**config.mk**
```make
export PLATFORM = sky130hd
export DESIGN_NAME = stepper_ctrl
export DESIGN_NICKNAME = d
export VERILOG_FILES = /design/src/rtl/stepper_ctrl.sv
export SDC_FILE = /design/constraint.sdc
export NUM_CORES = 1
export LEC_CHECK = 0
export ABC_AREA = 1
export CAP_MARGIN = 20
export CELL_PAD_IN_SITES_DETAIL_PLACEMENT = 0
export CELL_PAD_IN_SITES_GLOBAL_PLACEMENT = 1
export CORE_MARGIN = 4
export CORE_UTILIZATION = 30
export DETAILED_ROUTE_END_ITERATION = 10
export GPL_TIMING_DRIVEN = 0
export PLACE_DENSITY = 0.71
export SLEW_MARGIN = 20
export SYNTH_ARGS = -nofsm -noshare
export SYNTH_HDL_FRONTEND = slang
export SYNTH_SLANG_ARGS = --single-unit
```
**constraint.sdc**
```tcl
create_clock -name clock -period 3 [get_ports clock]
set_input_delay 0.45 -clock clock [delete_from_list [all_inputs] [get_ports clock]]
set_output_delay 0.45 -clock clock [all_outputs]
set_load 0.005 [all_outputs]
```
**src/rtl/stepper_ctrl.sv**
```systemverilog
// Memory-mapped stepper-motor controller: register file on the dmem bus plus a coil-phase sequencer.
// Optional end-of-travel limit switches are built when STEPPER_LIMIT_EN is defined.
module stepper_ctrl #(
  parameter logic [11:0] BASE_ADDR = 12'hF00,
  parameter int unsigned PERIOD_W  = 24,
  parameter int unsigned STEPS_W   = 16
) (
  input  logic        clock,
  input  logic        reset,
  input  logic        wren,
  input  logic [11:0] address_dmem,
  input  logic [31:0] data,
`ifdef STEPPER_LIMIT_EN
  input  logic [1:0]  limit,
`endif
  output logic        hit,
  output logic [31:0] q_periph,
  output logic [3:0]  coil,
  output logic        drv_en,
  output logic        busy
);

  typedef enum logic [1:0] {StIdle, StRun, StFinish} state_e;

  state_e               state_q, state_d;
  logic                 dir_q, dir_d, half_q, half_d, hold_q, hold_d;
  logic                 done_q, done_d, aborted_q, aborted_d;
  logic [STEPS_W-1:0]   steps_q, steps_d, rem_q, rem_d;
  logic [PERIOD_W-1:0]  period_q, period_d, cnt_q, cnt_d, eff_period;
  logic [31:0]          pos_q, pos_d;
  logic [2:0]           phase_q, phase_d, phase_step, off;
  logic [3:0]           pattern;
  logic                 run;
  logic                 wr_ctrl, wr_steps, wr_period, wr_status, wr_pos;
  logic [1:0]           lim_sync;
  logic                 lim_run, lim_start;

  // 13-bit compare so a base near the top of the map cannot wrap around.
  assign hit = ({1'b0, address_dmem} >= {1'b0, BASE_ADDR}) &&
               ({1'b0, address_dmem} <= ({1'b0, BASE_ADDR} + 13'd4));
  assign off = address_dmem[2:0] - BASE_ADDR[2:0];

  assign wr_ctrl   = wren && hit && (off == 3'd0);
  assign wr_steps  = wren && hit && (off == 3'd1);
  assign wr_period = wren && hit && (off == 3'd2);
  assign wr_status = wren && hit && (off == 3'd3);
  assign wr_pos    = wren && hit && (off == 3'd4);

  assign run        = (state_q == StRun);
  assign eff_period = (period_q < PERIOD_W'(2)) ? PERIOD_W'(2) : period_q;
  assign phase_step = half_q ? 3'd1 : 3'd2;

`ifdef STEPPER_LIMIT_EN
  logic [1:0] lim_meta_q, lim_sync_q;

  always_ff @(posedge clock or negedge reset) begin
    if (!reset) begin
      lim_meta_q <= 2'b00;
      lim_sync_q <= 2'b00;
    end else begin
      lim_meta_q <= limit;
      lim_sync_q <= lim_meta_q;
    end
  end

  assign lim_sync  = lim_sync_q;
  assign lim_run   = dir_q ? lim_sync_q[0] : lim_sync_q[1];
  assign lim_start = data[1] ? lim_sync_q[0] : lim_sync_q[1];
`else
  assign lim_sync  = 2'b00;
  assign lim_run   = 1'b0;
  assign lim_start = 1'b0;
`endif

  always_comb begin
    case (phase_q)
      3'd0:    pattern = 4'b1000;
      3'd1:    pattern = 4'b1100;
      3'd2:    pattern = 4'b0100;
      3'd3:    pattern = 4'b0110;
      3'd4:    pattern = 4'b0010;
      3'd5:    pattern = 4'b0011;
      3'd6:    pattern = 4'b0001;
      default: pattern = 4'b1001;
    endcase
  end

  always_comb begin
    state_d   = state_q;
    dir_d     = dir_q;
    half_d    = half_q;
    hold_d    = hold_q;
    done_d    = done_q;
    aborted_d = aborted_q;
    steps_d   = steps_q;
    period_d  = period_q;
    pos_d     = pos_q;
    rem_d     = rem_q;
    cnt_d     = cnt_q;
    phase_d   = phase_q;

    if (!run) begin
      if (wr_steps)  steps_d  = data[STEPS_W-1:0];
      if (wr_period) period_d = data[PERIOD_W-1:0];
      if (wr_pos)    pos_d    = data;
    end
    if (wr_status) begin
      done_d    = 1'b0;
      aborted_d = 1'b0;
    end

    case (state_q)
      StIdle: begin
        if (wr_ctrl && data[0]) begin
          dir_d  = data[1];
          half_d = data[2];
          hold_d = data[4];
          if (lim_start) begin
            aborted_d = 1'b1;
          end else if (steps_q == '0) begin
            state_d = StFinish;
          end else begin
            rem_d   = steps_q;
            cnt_d   = eff_period;
            // Full-step runs stay on the two-coil (odd) patterns.
            if (!data[2]) phase_d = phase_q | 3'd1;
            state_d = StRun;
          end
        end
      end
      StRun: begin
        if ((wr_ctrl && data[3]) || lim_run) begin
          aborted_d = 1'b1;
          state_d   = StIdle;
        end else if (cnt_q == PERIOD_W'(1)) begin
          phase_d = dir_q ? (phase_q + phase_step) : (phase_q - phase_step);
          pos_d   = dir_q ? (pos_q + 32'd1) : (pos_q - 32'd1);
          cnt_d   = eff_period;
          if (rem_q != '0) rem_d = rem_q - STEPS_W'(1);
          if (rem_q <= STEPS_W'(1)) state_d = StFinish;
        end else begin
          cnt_d = cnt_q - PERIOD_W'(1);
        end
      end
      StFinish: begin
        done_d  = 1'b1;
        state_d = StIdle;
      end
      default: state_d = StIdle;
    endcase
  end

  always_ff @(posedge clock or negedge reset) begin
    if (!reset) begin
      state_q   <= StIdle;
      dir_q     <= 1'b0;
      half_q    <= 1'b0;
      hold_q    <= 1'b0;
      done_q    <= 1'b0;
      aborted_q <= 1'b0;
      steps_q   <= '0;
      period_q  <= '0;
      pos_q     <= '0;
      rem_q     <= '0;
      cnt_q     <= '0;
      phase_q   <= 3'd1;
    end else begin
      state_q   <= state_d;
      dir_q     <= dir_d;
      half_q    <= half_d;
      hold_q    <= hold_d;
      done_q    <= done_d;
      aborted_q <= aborted_d;
      steps_q   <= steps_d;
      period_q  <= period_d;
      pos_q     <= pos_d;
      rem_q     <= rem_d;
      cnt_q     <= cnt_d;
      phase_q   <= phase_d;
    end
  end

  assign busy   = run;
  // The finishing cycle still drives the final pattern so the last step is visible.
  assign drv_en = (state_q != StIdle) || hold_q;
  assign coil   = drv_en ? pattern : 4'b0000;

  always_comb begin
    q_periph = '0;
    if (hit) begin
      case (off)
        3'd0:    q_periph = {27'b0, hold_q, 1'b0, half_q, dir_q, 1'b0};
        3'd1:    q_periph = 32'(steps_q);
        3'd2:    q_periph = 32'(period_q);
        3'd3:    q_periph = {16'(rem_q), 11'b0, lim_sync, aborted_q, done_q, busy};
        3'd4:    q_periph = pos_q;
        default: q_periph = '0;
      endcase
    end
  end

endmodule

```
# Word-level counts from Yosys, hierarchy flattened
# Index checks and enable logic that the tools add are counted.
classes:
  addsub: 6
  n_lt_le_gt_ge: 4
  n_eq_ne: 21
  mux: 41
  n_bitwise: 3
  reduce_logical: 26
ops:
  columns: ["operator", "n"]
  rows:
  - ["$mux W32", 7]
  - ["$pmux W32 S5", 1]
  - ["$mux W24", 5]
  - ["$mux W16", 5]
  - ["$pmux W24 S2", 1]
  - ["$add A32 B1 Y32 const B", 1]
  - ["$pmux W16 S2", 1]
  - ["$sub A32 B1 Y32 const B", 1]
  - ["$pmux W4 S7", 1]
  - ["$eq A24 B1 Y1 const B", 1]
  - ["$lt A24 B2 Y1 const B", 1]
  - ["$sub A24 B1 Y24 const B", 1]
  - ["$le A16 B1 Y1 const B", 1]
  - ["$logic_not A16 Y1", 1]
  - ["$reduce_bool A16 Y1", 1]
  - ["$sub A16 B1 Y16 const B", 1]
  - ["$eq A3 B2 Y1 const B", 4]
  - ["$eq A3 B3 Y1 const B", 4]
  - ["$ge A12 B12 Y1 const B", 1]
  - ["$le A12 B12 Y1 const B", 1]
  - ["$mux W2", 6]
  - ["$reduce_and A6 Y1", 2]
  - ["$logic_and A1 B1 Y1", 9]
  - ["$mux W3", 3]
  - ["20 further kinds", 41]
word_totals:
  regBits: 122
  input_bits: 47
  out_inout_bits: 39
  word_cells: 114

# Depth between registers and ports, before layout
# Gate-level depths: netlist (run 1).
logic_depth:
  depth_word: 9
  mapped_depth: 15
  mapped_depth_nobuf: 14

# Worst setup path before layout (run 1)
# OpenSTA, ideal clock, no wires.
synth_path:
  kind: "register to register"
  startpoint: "register dir_q"
  endpoint: "register pos_q[16]"
  setup_time_ps: 117
  t_arrival_ps: 2473
  required_ps: 2883
  path_slack_ps: 410
  path_stages_with_launch: 13
  n_path_buf: 1
  synth_period_minus_slack_ps: 2590
  path_cell_list: "dfrtp_1 clkbuf_1 inv_1 ha_1 nand2_1 inv_1 a21oi_1 nand3_1 nand2_1 nand2_1 or2_2 nand3_1 nand2_1"
synth_via:
  elab_chain_len: 4
synth_lines:
  columns: ["element", "line", "text"]
  rows:
  - ["start, declared", "26", "logic dir_q, dir_d, half_q, half_d, hold_q, hold_d;"]
  - ["start signal, assigned", "169", "dir_q <= dir_d;"]
  - ["$mux W32", "137", "pos_d = dir_q ? (pos_q + 32'd1) : (pos_q - 32'd1);"]
  - ["$mux W32", "135", "end else if (cnt_q == PERIOD_W'(1)) begin"]
  - ["$mux W32", "132", "if ((wr_ctrl && data[3]) || lim_run) begin"]
  - ["$mux W32", "112", "case (state_q)"]
  - ["named net pos_d[16]", "30", "logic [31:0] pos_q, pos_d;"]
  - ["end signal, assigned", "176", "pos_q <= pos_d;"]
  - ["end, declared", "30", null]
# The timed path passes the listed nets, and every way through them passes these cells.
# A chain may end at the register's enable or synchronous reset.

# Final worst setup path (run 1)
layout_path:
  startpoint: "input port address_dmem[2]"
  endpoint: "output port q_periph[10]"
layout_via:
  elab_chain_len: 3
  elab_cells_between_ends: 10
  classes_between: "order compare (2); eq/ne (4); mux (2); reduce/logical (2)"
layout_lines:
  columns: ["element", "line", "text"]
  rows:
  - ["start, declared", "11", "input logic [11:0] address_dmem,"]
  - ["$ge A12 B12 Y1 (tied with other cells)", "39", "assign hit = ({1'b0, address_dmem} >= {1'b0, BASE_ADDR}) &&"]
  - ["$logic_and A1 B1 Y1 / $pmux W32 S5 (equally long branches)", "39, 191", null]
  - ["$mux W32 (*)", "190", "if (hit) begin"]
  - ["end, declared", "17", "output logic [31:0] q_periph,"]
# Mark *: on every way between the ends. The rest lies on a longest branch, timed or not.

==> results of run 1 <==
cell usage in the layout (no fill, tap or decap), drive strengths merged:
cell,n
a21oi,43
a221oi,3
a31oi,21
a41oi,1
and3,1
buf,38
bufinv,1
clkbuf,30
clkdlybuf4s50,81
clkinv,2
clkinvlp,5
dfrtp,121
dfstp,1
dlygate4sd2,3
dlygate4sd3,1
fa,2
ha,35
inv,241
nand2,641
nand3,70
nand3b,4
nand4,15
nor2,153
nor2b,1
nor3,15
nor4,2
o2111ai,1
o211ai,5
o21ai,144
o21bai,10
o221ai,1
o22ai,6
o31ai,1
or2,6
xnor2,9
xor2,25
kinds of logic after synthesis:
logic type / after synthesis / synth area share (%)
DFF: 122 / 30.3
xor gates and xnor gates: 34 / 2.96
and+or+nand+nor: 908 / 37.5
adders and majority gates: 37 / 4.75
buffers and inverters: 278 / 11.2
AOI/OAI and AO/OA: 236 / 13.3
registers in the layout (all words and copies together) (netlist names):
signal and flops:
aborted_q 1, cnt_q 24, dir_q 1, done_q 1, half_q 1, hold_q 1
period_q 24, phase_q 3, pos_q 32, rem_q 16, state_q 2, steps_q 16
stage by stage:
stage                     total power (W)  worst slack [ns]  hold slack, ns  cell area (sq um)  utilization (%)
after floorplan                   0.00179             0.410           0.154              10100                -
after global placement            0.00194             -3.79           0.469              11500             34.9
after detailed placement          0.00195            -0.587           0.443              11500             35.0
after CTS                         0.00407           0.00102           0.491              12300             37.4
after global routing              0.00418           0.00817           0.504              12300             37.4
final                             0.00404            0.0526           0.490              12300             37.4
worst max-delay path, cell delays in order:
cell             delay [ns]
dlygate4sd2_1          0.35
nor3_2                 0.46
clkbuf_2               0.33
nand2_1                0.08
a31oi_1                0.27
clkdlybuf4s50_1        0.56
worst min-delay path by stage:
stage,start,end,slack [ns],cells after the start
4_1_cts,period_q[13],period_q[13],0.49,2
3_5_place_dp,reset,cnt_q[7],0.44,1
2_1_floorplan,reset,aborted_q,0.15,0
6_report,period_q[11],period_q[11],0.49,2
5_1_grt,period_q[11],period_q[11],0.50,2
3_3_place_gp,period_q[13],period_q[13],0.47,2
layer usage:
layer	GRT usage (%)	wire length, um
met3	2.06	1310
met4	6.16	943
met1	27.0	16700
met5	0	0
met2	36.4	18400
area by class of cell:
cell class / instances / area, sq um / area share (%)
plain buffers: 44 / 282 / 2.29
repair buffers: 92 / 927 / 7.54
clock buffers: 17 / 425 / 3.46
flip-flops and latches: 122 / 3060 / 24.8
inverters: 233 / 881 / 7.16
well taps: 442 / 553 / 4.50
multi-input cells: 1215 / 5990 / 48.7
clock inverters: 15 / 174 / 1.41
repair inverters: 1 / 7.51 / 0.0610
power by group through the flow:
stage	clock, W	sequential (W)	combinational (W)
floorplan	0	0.00168	0.000104
global placement	0	0.00169	0.000255
detailed placement	0	0.00168	0.000262
CTS	0.00215	0.00165	0.000269
global route	0.00223	0.00165	0.000297
finish	0.00212	0.00165	0.000267
timing repair:
item / CTS / global route
cloned: 1 / 0
buffers inserted: 5 / 0
hold buffers: 1 / 0
resized for setup: 34 / 10
pin swaps: 2 / 0
setup endpoints to repair: 59 / 36
hold endpoints to repair: 13 / 0
==> flow_summary.ini, run 1 <==
[power]
pwr-share-seq_pct = 41.0
peakVddDrop_mv = 0.352
p_per_area_mw_per_mm2 = 328
p_int_w = 0.00294
clock_power_share_pct = 52.4
p_leak_nw = 6.07
combPwrFrac_pct = 6.6
p_sw_w = 0.00110
swShare_pct = 27.2

[critical_path]
startpoint = address_dmem[2]
r2r-end = pos_q[26]
cp_data_required_time_ns = 2.55
r2r_cells = 13
crit_path_end_kind = output port
r2r_start = dir_q
worstSetupEndpoint = q_periph[10]
cp-start-kind = input pin
critical_path_class = in2out
arrival_ns = 2.50
path_max_fanout = 10
reg2reg_setup_slack_ns = 0.35

[cts]
cts.sinks = 122
clk_pin_slew_ns = 0.07
clockBufferDepth = 2
root_buffer = clkbuf_16
htreeDepth = 4
cts_buffers = 17
cts_tree = done
clk_latency_ns = 0.43

[drt]
dr.first_iter.drc_count = 822
postRouteAntennaNets = 0
drc = 0
num_vias = 10447
routed_wl_um = 37300
dr.pass1.iters = 5
post_drt_wl_per_cell_um = 17.1
avgViaCountPerCell = 4.79

[grt]
grt_use_total_pct = 20.8
antenna_found_initial = 0
grt_pass1_vias = 10390
grt-ovfl-total = 0
grt_pass1_wl_um = 58400
grt_max_degree = 66

[timing]
skew_ns = 0.0142
hold_viol_final = 0
fin_crit_sh_pct = 98.2
worst_pin_slew_ns = 0.573
rsz0062_at_grt = no
setup_tns_ns = 0
slew_viol_final = 0
finalCriticalPeriod_ns = 2.95
slew_headroom_pct = 61.8
setup_viol = 0
max_freq_mhz = 339

[yosys]
ys_warn_count = 0
synthesis.area_sq_mm = 0.0101
ys_top_cells_by_area = dfrtp_1 30%, nand2_1 24%, inv_1 8.4%
netlist_instances = 1615
yosysMostFrequentCell = nand2_1
yosys_most_used_dff = dfrtp_1
netlist.area_leader.share_pct = 30.1
syn_avg_cell_area_sq_um = 6.24
synth_edf_count = 0
syn-num-nets = 1699
synth.distinct_cells = 45
postSynth.asyncResetShare_pct = 100
yosysTopAreaCell = dfrtp_1
synth_common_cells = 631 x nand2_1, 226 x inv_1, 142 x nor2_1, 121 x dfrtp_1, 103 x o21ai_0
synth-seq-cells = 122
yosysSeqAreaShare_pct = 30.3

[floorplanning]
die-area_sq_mm = 0.0366
coreArea_sq_mm = 0.0329
io-pin-count = 86
fp.dieH_um = 191
row_count = 66
initial_core_util_pct = 30.6
die_w_um = 191

[worst_hold_path]
worstHoldPathType = reg2reg

[finish]
nets = 1810
final_cells = 2181
drive_gt1_share_pct = 8.74
fillers = 3590
synthToLayoutAreaGrowth_pct = 22.1
antenna_cells = 0

[placed_design]
numPortBuffers = 85
gp_congestion = 0.920
dp_hpwl_um = 30300
dp.cells = 2143

[job]
cap_violations = 0

[status]
outcome = finished, final reports clean
Power figures use the tool's default switching activity.
==> inputs of run 2 (changes only) <==
--- a/config.mk
+++ b/config.mk
@@ -5,7 +5,6 @@
 export SDC_FILE = /design/constraint.sdc
 export NUM_CORES = 1
 export LEC_CHECK = 0
-export ABC_AREA = 1
 export CAP_MARGIN = 20
 export CELL_PAD_IN_SITES_DETAIL_PLACEMENT = 0
 export CELL_PAD_IN_SITES_GLOBAL_PLACEMENT = 1
@@ -13,7 +12,8 @@
 export CORE_UTILIZATION = 30
 export DETAILED_ROUTE_END_ITERATION = 10
 export GPL_TIMING_DRIVEN = 0
-export PLACE_DENSITY = 0.71
+export PLACE_DENSITY = 0.68
+export REMOVE_ABC_BUFFERS = 1
 export SLEW_MARGIN = 20
 export SYNTH_ARGS = -nofsm -noshare
 export SYNTH_HDL_FRONTEND = slang
==> flow_summary.ini, run 2 <==
[timing]
whs_ns = 0.485
max_freq_mhz = 339
setup_tns_ns = 0
skew_ns = 0.0108
hold_viol_final = 0
slew_viol_final = 0
finalCriticalPeriod_ns = 2.95
setup_viol = 0
worst_pin_slew_ns = 0.574
rsz0062_at_grt = yes
fin_crit_sh_pct = 98.2
slew_headroom_pct = 61.8

[finish]
synthToLayoutAreaGrowth_pct = 27.6
largest_reg_flops = 32
mostFrequentLayoutCell = nor2_1
antenna_cells = 0
top_regs = pos_q (32), cnt_q (24), period_q (24)
nets = 1186
top_register = pos_q
layout_common_cells = 123 x nor2_1, 122 x a21oi_1, 118 x dfrtp_1
final_cell_area_sq_mm = 0.0109
drive_gt1_share_pct = 21.0
post-route-util_pct = 39.1
fillers = 2904

[yosys]
yosysTopAreaCell = dfrtp_1
synth-xor-area-share_pct = 3.17
yosysSeqAreaShare_pct = 35.7
ys_warn_count = 0
netlist_instances = 1007
synth_edf_count = 0
synth_mux_area_share_pct = 10.6
synthSimpleGateAreaFrac_pct = 18.4
synth_adder_area_share_pct = 5.58
synthesis.area_sq_mm = 0.00856
synth-seq-cells = 122
netlist.area_leader.share_pct = 35.4
synth.distinct_cells = 75
synth_common_cells = 141 x nor2_1, 128 x a21oi_1, 121 x dfrtp_1, 92 x o21ai_0, 72 x nand2_1
postSynth.asyncResetShare_pct = 100
yosysMostFrequentCell = nor2_1
synth_top_family_by_area = compound AO/OA/AOI/OAI gates
synth-compound-area-share_pct = 22.2
syn_avg_cell_area_sq_um = 8.50
yosys_most_used_dff = dfrtp_1
ys_top_cells_by_area = dfrtp_1 35%, a21oi_1 7.5%, mux2_2 7.0%

[critical_path]
critical_path_class = in2out
arrival_ns = 2.50
cp-start-kind = input pin
path_max_fanout = 6
slowest_delay_ns = 0.64
crit_path_end_kind = output port
cp_data_required_time_ns = 2.55
path_cells = dlygate4sd2_1, or4b_4, or4_4, a21o_4, buf_4, nor2_4, buf_2
crit_slowest_cell = or4_4

[drt]
routed_wl_um = 29700
dr.first_iter.drc_count = 569
avgViaCountPerCell = 5.45
drc = 0
postRouteAntennaNets = 0
dr.pass1.iters = 5
num_vias = 8129
post_drt_wl_per_cell_um = 19.9

[power]
peakVddDrop_mv = 0.252
combPwrFrac_pct = 5.1
p_leak_nw = 4.84
swShare_pct = 22.6
pwr-share-seq_pct = 40.2
p_int_w = 0.00320
p_sw_w = 0.000932
clock_power_share_pct = 54.7
p_per_area_mw_per_mm2 = 378

[cts]
clk_pin_slew_ns = 0.06
clk_latency_ns = 0.42
clockBufferDepth = 2
cts.sinks = 122
htreeDepth = 4
root_buffer = clkbuf_16
cts_tree = done
cts_buffers = 17

[job]
cap_violations = 0

[placed_design]
dp_hpwl_um = 21000
gp_congestion = 0.850
numPortBuffers = 85
post_dp_cell_area_sq_mm = 0.00976

[grt]
antenna_found_initial = 0
grt_pass1_vias = 7790
grt_use_total_pct = 19.1
grt_max_degree = 91
grt_pass1_wl_um = 46400
grt-ovfl-total = 0

[floorplanning]
fp.dieH_um = 177
coreArea_sq_mm = 0.0279
row_count = 61
io-pin-count = 86
die-area_sq_mm = 0.0313
die_w_um = 177
initial_core_util_pct = 30.6

[worst_hold_path]
worstHoldPathType = in2async

[status]
outcome = finished, final reports clean
==> run 2: cell count changes after synthesis, moves of 17 or more <==
| cell | before | now |
|---|---|---|
| nand2_1 | 631 | 72 |
| inv_1 | 226 | 27 |
| a21oi_1 | 43 | 128 |
| mux2_2 | 0 | 53 |
| nand3_1 | 65 | 19 |
| a22oi_1 | 0 | 35 |
| mux2i_1 | 0 | 31 |
| o21ai_1 | 25 | 2 |
| a31oi_1 | 21 | 4 |
| clkbuf_1 | 14 | 31 |
==> run 2: logic make-up (layout without fill, tap and decap cells) <==
logic type / count (synthesis) / after routing
buf+inv: 81 / 184
fa+ha+maj: 37 / 37
mux: 84 / 84
simple gates: 329 / 330
flops: 122 / 122
compound gates: 323 / 326
xor+xnor: 31 / 31
==> run 2: per-stage QoR <==
stage          cells  power (W)  setup WS [ns]
3_3_place_gp    1417    0.00188          -3.94
5_1_grt         1492    0.00427        -0.0122
3_5_place_dp    1426    0.00189          -1.58
6_report        1492    0.00413         0.0541
2_1_floorplan    954    0.00173         -0.635
4_1_cts         1489    0.00416        0.00169
==> run 2: final cells by class <==
cell class,instances,area [sq um],share of cell area [%]
Clock inverter,13,201,1.84
Tap cell,378,473,4.33
Sequential cell,122,3060,28.0
Timing Repair Buffer,125,1160,10.6
Clock buffer,18,429,3.93
Inverter,28,125,1.15
Multi-Input combinational cell,808,5480,50.2
==> run 2: routing by layer <==
metal  vias to the layer above  share of wire [%]  global-route usage, %  wire length [um]
met3                        39                4.3                   3.03              1280
met2                       207                 46                   29.7             13700
met1                      3990                 47                   27.2             14000
li1                       3893                  -                      -                 -
met4                         0                2.5                   6.13               733
met5                         -                  0                      0                 0
==> run 2: power by group through the flow <==
stage | Sequential (W) | Combinational (W) | Clock, W
2_1_floorplan | 0.00168 | 0.0000486 | 0
3_3_place_gp | 0.00169 | 0.000194 | 0
3_5_place_dp | 0.00169 | 0.000200 | 0
4_1_cts | 0.00166 | 0.000212 | 0.00229
5_1_grt | 0.00166 | 0.000228 | 0.00238
6_report | 0.00166 | 0.000211 | 0.00226
==> run 2: path summary, 6_finish.rpt <==
kind / slack [ns] / cells after the start / startpoint / end
worst max-delay path: 0.05 / 7 / address_dmem[5] / q_periph[22]
worst min-delay path: 0.49 / 2 / reset / phase_q[2]
worst max register to register: 0.14 / 11 / dir_q / pos_q[31]
worst min register to register: 0.50 / 2 / cnt_q[18] / cnt_q[18]
max in group asynchronous: 1.75 / 3 / reset / period_q[12]
min in group clock: 0.50 / 2 / cnt_q[18] / cnt_q[18]
==> run 2: worst max-delay path, delay by kind of cell <==
| kind | cells | cell delay [ns] |
|---|---|---|
| buffers and inverters | 3 | 0.51 |
| AOI/OAI and AO/OA | 1 | 0.27 |
| and+or+nand+nor | 3 | 1.26 |
==> run 2: timing repair <==
| action | in CTS | in global routing |
|---|---|---|
| hold buffers | 1 | 0 |
| cloned | 4 | 1 |
| pin swaps | 9 | 4 |
| buffers inserted | 27 | 3 |
| endpoints found under the hold margin | 31 | 0 |
| setup endpoints to repair | 138 | 47 |
| gates resized for setup | 162 | 43 |
